===== config.mk =====
export PLATFORM = sky130hd
export DESIGN_NAME = hebbian_learner_seq
export DESIGN_NICKNAME = d
export VERILOG_FILES = /design/src/rtl/hebbian_learner_seq.sv
export SDC_FILE = /design/constraint.sdc
export NUM_CORES = 2
export LEC_CHECK = 0
export BUFFER_PORTS_ARGS = -buffer_cell sky130_fd_sc_hd__buf_2
export CAP_MARGIN = 20
export CORE_UTILIZATION = 60
export DETAILED_ROUTE_END_ITERATION = 16
export PLACE_DENSITY_LB_ADDON = 0.08
export SKIP_CTS_REPAIR_TIMING = 1
export SLEW_MARGIN = 10
export SYNTH_ARGS = -nofsm -noshare
export SYNTH_HDL_FRONTEND = slang
export SYNTH_SLANG_ARGS = --single-unit

===== constraint.sdc =====
create_clock -name clk -period 7.9 [get_ports clk]
set_clock_uncertainty 0.05 [all_clocks]
set_input_delay 1.185 -clock clk [delete_from_list [all_inputs] [get_ports clk]]
set_output_delay 1.185 -clock clk [all_outputs]
set_load 0.1 [all_outputs]

===== src/rtl/hebbian_learner_seq.sv =====
// Sequential Hebbian learner: one row-major sweep over an N x N signed weight
// array, one synapse per cycle, with Hebbian, decay, clear and no-op modes.
module hebbian_learner_seq #(
    parameter int                    N           = 7,
    parameter int                    N_EXC       = 6,
    parameter int                    WW          = 16,
    parameter int                    ETA         = 4,
    parameter logic signed [WW-1:0]  W_MAX       = 16'sh7FFF,
    parameter logic signed [WW-1:0]  W_MIN       = 16'sh8000,
    parameter int                    DECAY_SHIFT = 4,
    localparam int                   IW          = $clog2(N)
) (
    input  logic                 clk,
    input  logic                 reset_n,
    input  logic                 start,
    input  logic [1:0]           mode,
    input  logic [N-1:0]         spikes,
    output logic                 busy,
    output logic                 done,
    output logic                 sat_flag,
    input  logic [IW-1:0]        rd_i,
    input  logic [IW-1:0]        rd_j,
    output logic signed [WW-1:0] rd_data
);

    localparam logic [1:0]            MODE_HEBB = 2'b00;
    localparam logic [1:0]            MODE_DCAY = 2'b01;
    localparam logic [1:0]            MODE_CLR  = 2'b10;
    localparam logic [IW-1:0]         LAST_IDX  = IW'(N - 32'd1);
    localparam logic [IW-1:0]         ONE_IDX   = IW'(1'b1);
    localparam logic signed [WW:0]    ETA_X     = (WW+1)'(ETA);
    localparam logic signed [WW:0]    W_MAX_X   = {W_MAX[WW-1], W_MAX};
    localparam logic signed [WW:0]    W_MIN_X   = {W_MIN[WW-1], W_MIN};

    typedef enum logic [1:0] {
        IDLE  = 2'd0,
        SWEEP = 2'd1,
        DONE  = 2'd2
    } state_t;

    state_t                state_r;
    logic [IW-1:0]         i_r;
    logic [IW-1:0]         j_r;
    logic [N-1:0]          spikes_r;
    logic [1:0]            mode_r;
    logic                  busy_r;
    logic                  done_r;
    logic                  sat_r;
    logic signed [WW-1:0]  weight_r [N][N];

    logic signed [WW-1:0]  cur_w_s;
    logic signed [WW-1:0]  new_w_s;
    logic signed [WW-1:0]  decay_s;
    logic signed [WW:0]    delta_s;
    logic signed [WW:0]    sum_s;
    logic                  diag_s;
    logic                  coact_s;
    logic                  exc_pair_s;
    logic                  clamp_s;

    // Next value of the synapse currently visited, with its clamp indicator.
    always_comb begin
        cur_w_s    = weight_r[i_r][j_r];
        diag_s     = (i_r == j_r);
        coact_s    = spikes_r[i_r] & spikes_r[j_r];
        exc_pair_s = (int'(i_r) < N_EXC) && (int'(j_r) < N_EXC);
        if (coact_s) begin
            delta_s = exc_pair_s ? ETA_X : -ETA_X;
        end else begin
            delta_s = {(WW+1){1'b0}};
        end
        // Sum one bit wider than storage so overflow is visible to the clamp.
        sum_s   = {cur_w_s[WW-1], cur_w_s} + delta_s;
        decay_s = cur_w_s - (cur_w_s >>> DECAY_SHIFT);
        new_w_s = cur_w_s;
        clamp_s = 1'b0;
        case (mode_r)
            MODE_HEBB: begin
                if (diag_s) begin
                    new_w_s = cur_w_s;
                end else if (sum_s > W_MAX_X) begin
                    new_w_s = W_MAX;
                    clamp_s = 1'b1;
                end else if (sum_s < W_MIN_X) begin
                    new_w_s = W_MIN;
                    clamp_s = 1'b1;
                end else begin
                    new_w_s = sum_s[WW-1:0];
                end
            end
            MODE_DCAY: begin
                if (diag_s) begin
                    new_w_s = cur_w_s;
                end else begin
                    new_w_s = decay_s;
                end
            end
            MODE_CLR: begin
                new_w_s = {WW{1'b0}};
            end
            default: begin
                new_w_s = cur_w_s;
            end
        endcase
    end

    // Sweep controller, pair counters and weight storage.
    always_ff @(posedge clk or negedge reset_n) begin
        if (!reset_n) begin
            state_r  <= IDLE;
            i_r      <= {IW{1'b0}};
            j_r      <= {IW{1'b0}};
            spikes_r <= {N{1'b0}};
            mode_r   <= 2'b00;
            busy_r   <= 1'b0;
            done_r   <= 1'b0;
            sat_r    <= 1'b0;
            for (int a = 0; a < N; a++) begin
                for (int b = 0; b < N; b++) begin
                    weight_r[a][b] <= {WW{1'b0}};
                end
            end
        end else begin
            case (state_r)
                IDLE, DONE: begin
                    done_r <= 1'b0;
                    if (start) begin
                        spikes_r <= spikes;
                        mode_r   <= mode;
                        i_r      <= {IW{1'b0}};
                        j_r      <= {IW{1'b0}};
                        busy_r   <= 1'b1;
                        state_r  <= SWEEP;
                    end else begin
                        state_r  <= IDLE;
                    end
                end
                SWEEP: begin
                    weight_r[i_r][j_r] <= new_w_s;
                    if (clamp_s) begin
                        sat_r <= 1'b1;
                    end
                    if ((i_r == LAST_IDX) && (j_r == LAST_IDX)) begin
                        busy_r  <= 1'b0;
                        done_r  <= 1'b1;
                        state_r <= DONE;
                        if (mode_r == MODE_CLR) begin
                            sat_r <= 1'b0;
                        end
                    end else if (j_r == LAST_IDX) begin
                        j_r <= {IW{1'b0}};
                        i_r <= i_r + ONE_IDX;
                    end else begin
                        j_r <= j_r + ONE_IDX;
                    end
                end
                default: begin
                    state_r <= IDLE;
                    busy_r  <= 1'b0;
                    done_r  <= 1'b0;
                end
            endcase
        end
    end

    // Combinational read port; indices beyond the array read as zero.
    always_comb begin
        rd_data = {WW{1'b0}};
        if ((int'(rd_i) < N) && (int'(rd_j) < N)) begin
            rd_data = weight_r[rd_i][rd_j];
        end else begin
            rd_data = {WW{1'b0}};
        end
    end

    assign busy     = busy_r;
    assign done     = done_r;
    assign sat_flag = sat_r;

endmodule


== After elaboration in Yosys (flattened, before gate mapping) ==
Index checks and enable logic that the tools add are counted.
Operators by class
  add/sub/neg operators: 4
  magnitude comparators: 14
  equality and inequality tests: 11
  muxes and demuxes: 51
  bitwise gates (word level): 5
  reductions and logical operators: 13
Operator list (count)
  784-bit bitwise mux: 1
  112-bit binary-select mux with 3-bit select: 2
  112-bit two-way mux: 5
  112-bit demux with 3-bit select: 1
  16-bit two-way mux: 10
  16-bit binary-select mux with 3-bit select: 2
  16-bit demux with 3-bit select: 1
  16-bit case mux with 3 select lines: 1
  17-bit two-way mux: 2
  17-bit adder: 1
  17-bit by 16-bit > comparator with 1-bit output (second input constant): 1
  17-bit by 16-bit less-than comparator with 1-bit output (second input constant): 1
  4-bit >= comparator (second input constant): 4
  3-bit inverter with 4-bit output: 4
  16-bit by 12-bit subtractor with 16-bit output: 1
  3-bit two-way mux: 5
  1-bit two-way mux: 14
  3-bit less-than comparator (second input constant): 4
  3-bit case mux with 2 select lines: 2
  3-bit by 4-bit less-than comparator with 1-bit output (second input constant): 2
  4-bit by 1-bit less-than comparator with 1-bit output (second input constant): 2
  2-bit != test (second input constant): 4
  3-bit by 1-bit adder with 3-bit output (second input constant): 2
  1-bit binary-select mux with 3-bit select: 2
  15 further kinds: 24
Word-level totals
  flip-flop bits (word level): 804
  bits of input ports: 18
  output and inout port bits: 19
  word-level logic and storage cells: 155

== Longest topological paths before layout ==
  depth after elaboration: 16
  mapped depth: 27
  mapped depth without buffers: 18

== Worst setup path before layout ==
Ideal clock, no wire load.
  kind: input port to output port
  start point: in rd_i[1]
  end point: out rd_data[2]
  data arrival time: 5.140 ns
  required time: 6.665 ns
  path slack: 1.525 ns
  cell stages on the path: 8
  path buffers: 4
  path through: clkbuf_1 buf_1 clkbuf_1 buf_1 mux2i_1 o21ai_0 mux2i_1 o21ai_0
Between the ends
  longest elaborated chain between the ends: 8
  elaborated cells on any way between the ends: 10
  classes of those cells: 1 x order compare; 7 x mux; 1 x bitwise; 1 x reduce/logical
Ends and longest elaborated chain
  from (decl): line 21  | input logic [IW-1:0] rd_i,
  3-bit inverter with 4-bit output (implied by the code): line 170  | rd_data = weight_r[rd_i][rd_j];
  112-bit binary-select mux with 3-bit select: line 170
  112-bit two-way mux (implied by the code) (2 in series): line 170
  16-bit binary-select mux with 3-bit select: line 170
  16-bit two-way mux (implied by the code) (2 in series): line 170
  16-bit two-way mux *: line 169  | if ((int'(rd_i) < N) && (int'(rd_j) < N)) begin
  to (decl): line 23  | output logic signed [WW-1:0] rd_data
Mark *: on every way between the ends. The rest lies on a longest branch, timed or not. The select of a mux whose other input is x is not followed.

== Worst setup path in the final report ==
  start point: reg i_r[0]
  end point: reg weight_r[355] in the netlist's numbering
Between the ends
  longest elaborated chain between the ends: 14
  elaborated cells on any way between the ends: 30
  classes of those cells: 2 x add/sub; 5 x order compare; 1 x eq/ne; 18 x mux; 2 x bitwise; 2 x reduce/logical
Ends and longest elaborated chain
  from (decl): line 42  | logic [IW-1:0] i_r;
  from (signal assigned): line 111  | i_r <= {IW{1'b0}};
  from (signal assigned): line 130  | i_r <= {IW{1'b0}};
  from (signal assigned): line 152  | i_r <= i_r + ONE_IDX;
  3-bit inverter with 4-bit output (implied by the code): line 63, 139
  112-bit binary-select mux with 3-bit select: line 63  | cur_w_s = weight_r[i_r][j_r];
  112-bit two-way mux (implied by the code) (2 in series): line 63
  16-bit binary-select mux with 3-bit select: line 63
  16-bit two-way mux (implied by the code) (2 in series): line 63
  17-bit adder: line 73  | sum_s = {cur_w_s[WW-1], cur_w_s} + delta_s;
  17-bit by 16-bit less-than comparator with 1-bit output: line 84  | end else if (sum_s < W_MIN_X) begin
  16-bit two-way mux: line 84
  16-bit two-way mux: line 81  | end else if (sum_s > W_MAX_X) begin
  16-bit two-way mux: line 79  | if (diag_s) begin
  16-bit case mux with 3 select lines: line 77  | case (mode_r)
  784-bit bitwise mux *: line 139  | weight_r[i_r][j_r] <= new_w_s;
  to (signal, indexed assignment): line 120  | weight_r[a][b] <= {WW{1'b0}};
  to (signal, indexed assignment): line 139
  to (decl): line 49  | logic signed [WW-1:0] weight_r [N][N];
Marks and branches as above.
A chain may end at the register's enable or synchronous reset.

==> flow_summary.yaml <==
routing:
  num_vias: 38610
  finalWirelength_mm: 170.0
  wire_per_inst_um: 31.01
  drt.antenna.violating_nets: 0
  vias_per_cell: 7.045
  first_pass_iters: 14
  drc_errors: 16
  dr.first_iter.drc_count: 5800
power_and_ir_drop:
  p_per_area_nw_per_um2: 523.6
  power_frac_seq_pct: 27.2
  switching_share_pct: 49.85
  total_power_mw: 25.57
  ir_drop_v: 0.0007583
  p_leak_nw: 20.96
  power_frac_clock_pct: 17.2
  comb_power_share_pct: 55.6
  p_sw_mw: 12.75
  power.internal_mw: 12.82
synthesis:
  synth_warnings: 0
  syn_inst: 4565
  synth-seq-area-share_pct: 45.34
  synth_edf_count: 0
  yosysMostFrequentCell: "nand2_1"
  yosysTopAreaCell: "dfrtp_1"
  synth_top_area_share_pct: 45.34
  ys_types: 84
  synthTopCellsByCount: "848 x nand2_1, 803 x dfrtp_1, 758 x o21ai_0"
  ys_async_sr_fraction_pct: 100.0
  yosys_register_bits: 803
  synth_area_um2: 44320
  synthFlopType: "dfrtp_1"
  avgSynthCellArea_um2: 9.709
  yosys-top-cells-area: "dfrtp_1 45%, mux4_2 9.4%, o21ai_0 8.6%, nand2_1 7.2%, mux2i_1 4.9%"
  synth_nets: 4616
floorplanning:
  pin_count: 37
  start_util_pct: 60.64
  dieArea_um2: 74960
  rows: 99
  dieHeight_um: 273.8
  core_um2: 73080
  die_x_um: 273.8
worst_setup_path:
  required_ns: 8.39
  crit_fanout: 46
  rr_startpoint: "i_r[0]"
  end_kind: "flip-flop"
  r2r_end: "weight_r[355]"
  start_kind: "flip-flop"
  rrSetupSlack_ns: 0.42
  crit_type: "flip-flop to flip-flop"
  rr_worst_depth: 17
  crit_arrival_ns: 7.98
sta:
  hold_ws_ns: 0.4461
  timing_hold_violations_final: 0
  max_slew_margin_pct: 17.84
  finalCriticalPeriod_ns: 7.483
  grt_setup_unrepaired: "false"
  fmax_mhz: 133.6
  setup_violations: 0
  finalSetupTns_ns: 0
  slew_violations: 0
  min_period_over_period_pct: 94.72
  tightest_slew_ns: 1.220
final_layout:
  fill_cells: 5897
  fin_nets: 4504
  drive_gt1_share_pct: 16.45
  synthToLayoutAreaGrowth_pct: 10.20
clock_network:
  clock_sinks: 803
  path_clk_slew_ns: 0.06
  clock_latency_ns: 0.67
  cts_tree: "built"
  cts_buffer_depth: 3
  cts_htree_levels: 3
  cts-root-buf: "clkbuf_16"
  cts_buffers: 88
grt:
  grt_use_total_pct: 45.68
  grt_first_pass_wirelength_mm: 250.0
  grt_overflow_total: 0
  antenna_found_initial: 13
  grt_start_max_net_pins: 168
  first_global_vias: 36660
place:
  io_buffers: 36
  gp_congestion: 1.012
  dp_hpwl_mm: 109.9
status:
  violations: "design-rule violations"
  status: "finished with violations"
worst_hold_path:
  min_path_type: "flip-flop to flip-flop"
  min_to: "busy"
  min_path_cells: 1
  hold_start: "state_r[0]"
job:
  maxCapViolCount: 0
[stage by stage]
stage / instance area, µm² / setup WS [ns] / std cells / utilization, %
final: 48840 / 0.4172 / 5481 / 66.83
after global routing: 48830 / 0.4028 / 5478 / 66.82
after CTS: 48790 / 1.196 / 5473 / 66.76
after detailed placement: 45730 / 1.235 / 5318 / 62.57
after global placement: 45680 / 1.142 / 5315 / 62.50
after floorplan: 44320 / 1.525 / 4565 / -
[metal layers]
| metal | wire [µm] | share of wire [%] | GRT usage [%] | vias up |
|---|---|---|---|---|
| li1 | - | - | - | 16220 |
| met1 | 62630 | 37 | 60.65 | 18910 |
| met2 | 71350 | 42 | 64.20 | 2772 |
| met3 | 22590 | 13 | 14.94 | 686 |
| met4 | 13170 | 7.7 | 29.61 | 24 |
| met5 | 218 | 0.13 | 0 | - |
[worst max-delay path, cell delays in order, from the launching register on]
cell and delay, ns:
dfrtp_4 0.92, buf_12 0.32, buf_4 0.24, mux2_2 0.35
a221oi_1 0.39, nor2_1 0.15, a211oi_1 0.94, nand4b_1 0.55
ha_1 0.41, or3_1 0.35, nor3_1 0.27, o211ai_1 0.27
xnor2_1 0.48, nor2_1 0.20, o31ai_1 0.39, nand4_1 0.35
buf_4 0.38, o21ai_0 0.27
[power groups by stage]
stage,registers (mW),clock network [mW],logic [mW]
final,6.96,4.39,14.2
after global routing,7.09,4.55,14.8
after CTS,6.88,4.41,13.7
after detailed placement,6.94,0,13.6
after global placement,6.89,0,13.5
after floorplan,6.34,0,8.54
[area by class of cell]
type                    count  area (µm²)  share of cell area (%)
multi-input cells        3340       22510                   46.09
flip-flops and latches    803       20110                   41.17
clock buffers             124        2601                   5.326
clock inverters            31       457.9                  0.9376
well taps                 959        1200                   2.457
inverters                  25       95.09                  0.1947
repair buffers            195        1859                   3.807
diodes                      4       10.01                 0.02049
[cell usage in the layout (no fill, tap or decap), drive strengths merged, types with 12 or more instances in the layout]
master	n
a221oi	72
o22ai	50
clkinv	19
a31oi	14
clkbuf	125
mux2i	216
nor2b	18
inv	25
xnor2	17
mux2	177
a22o	15
nand3	19
nor2	339
ha	31
a221o	23
o211ai	12
nor3	20
nand2	848
a22oi	69
a211oi	26
nand2b	18
buf	194
a21oi	269
o21ai	770
mux4	185
dfrtp	803
[how the worst max path moves through the flow]
| stage | to | slack [ns] | cells past startpoint | startpoint |
|---|---|---|---|---|
| 4_1_cts | weight_r[355] | 1.20 | 16 | i_r[0] |
| 5_1_grt | weight_r[691] | 0.40 | 17 | i_r[0] |
| 6_report | weight_r[355] | 0.42 | 17 | i_r[0] |
| 3_3_place_gp | weight_r[483] | 1.14 | 15 | i_r[0] |
| 3_5_place_dp | weight_r[355] | 1.24 | 16 | i_r[0] |
| 2_1_floorplan | rd_data[2] | 1.52 | 8 | rd_i[1] |
[state kept, by name, summed over array words and instances (netlist names)]
| name | count |
|---|---|
| busy | 1 |
| i_r | 3 |
| j_r | 3 |
| mode_r | 2 |
| sat_flag | 1 |
| spikes_r | 7 |
| state_r | 2 |
| weight_r | 784 |
[cell families (layout without fill, tap and decap cells)]
| group | after synthesis | count (layout) | synth area share (%) |
|---|---|---|---|
| compound gates | 1395 | 1395 | 18.28 |
| simple gates | 1307 | 1307 | 11.78 |
| flops | 803 | 803 | 45.34 |
| mux | 578 | 578 | 18.79 |
| buf+inv | 422 | 375 | 4.302 |
| fa+ha+maj | 34 | 34 | 0.9881 |
| xor+xnor | 26 | 26 | 0.5138 |
| other cells | 0 | 4 | 0 |
No activity file was read; power rests on OpenSTA's default activity.
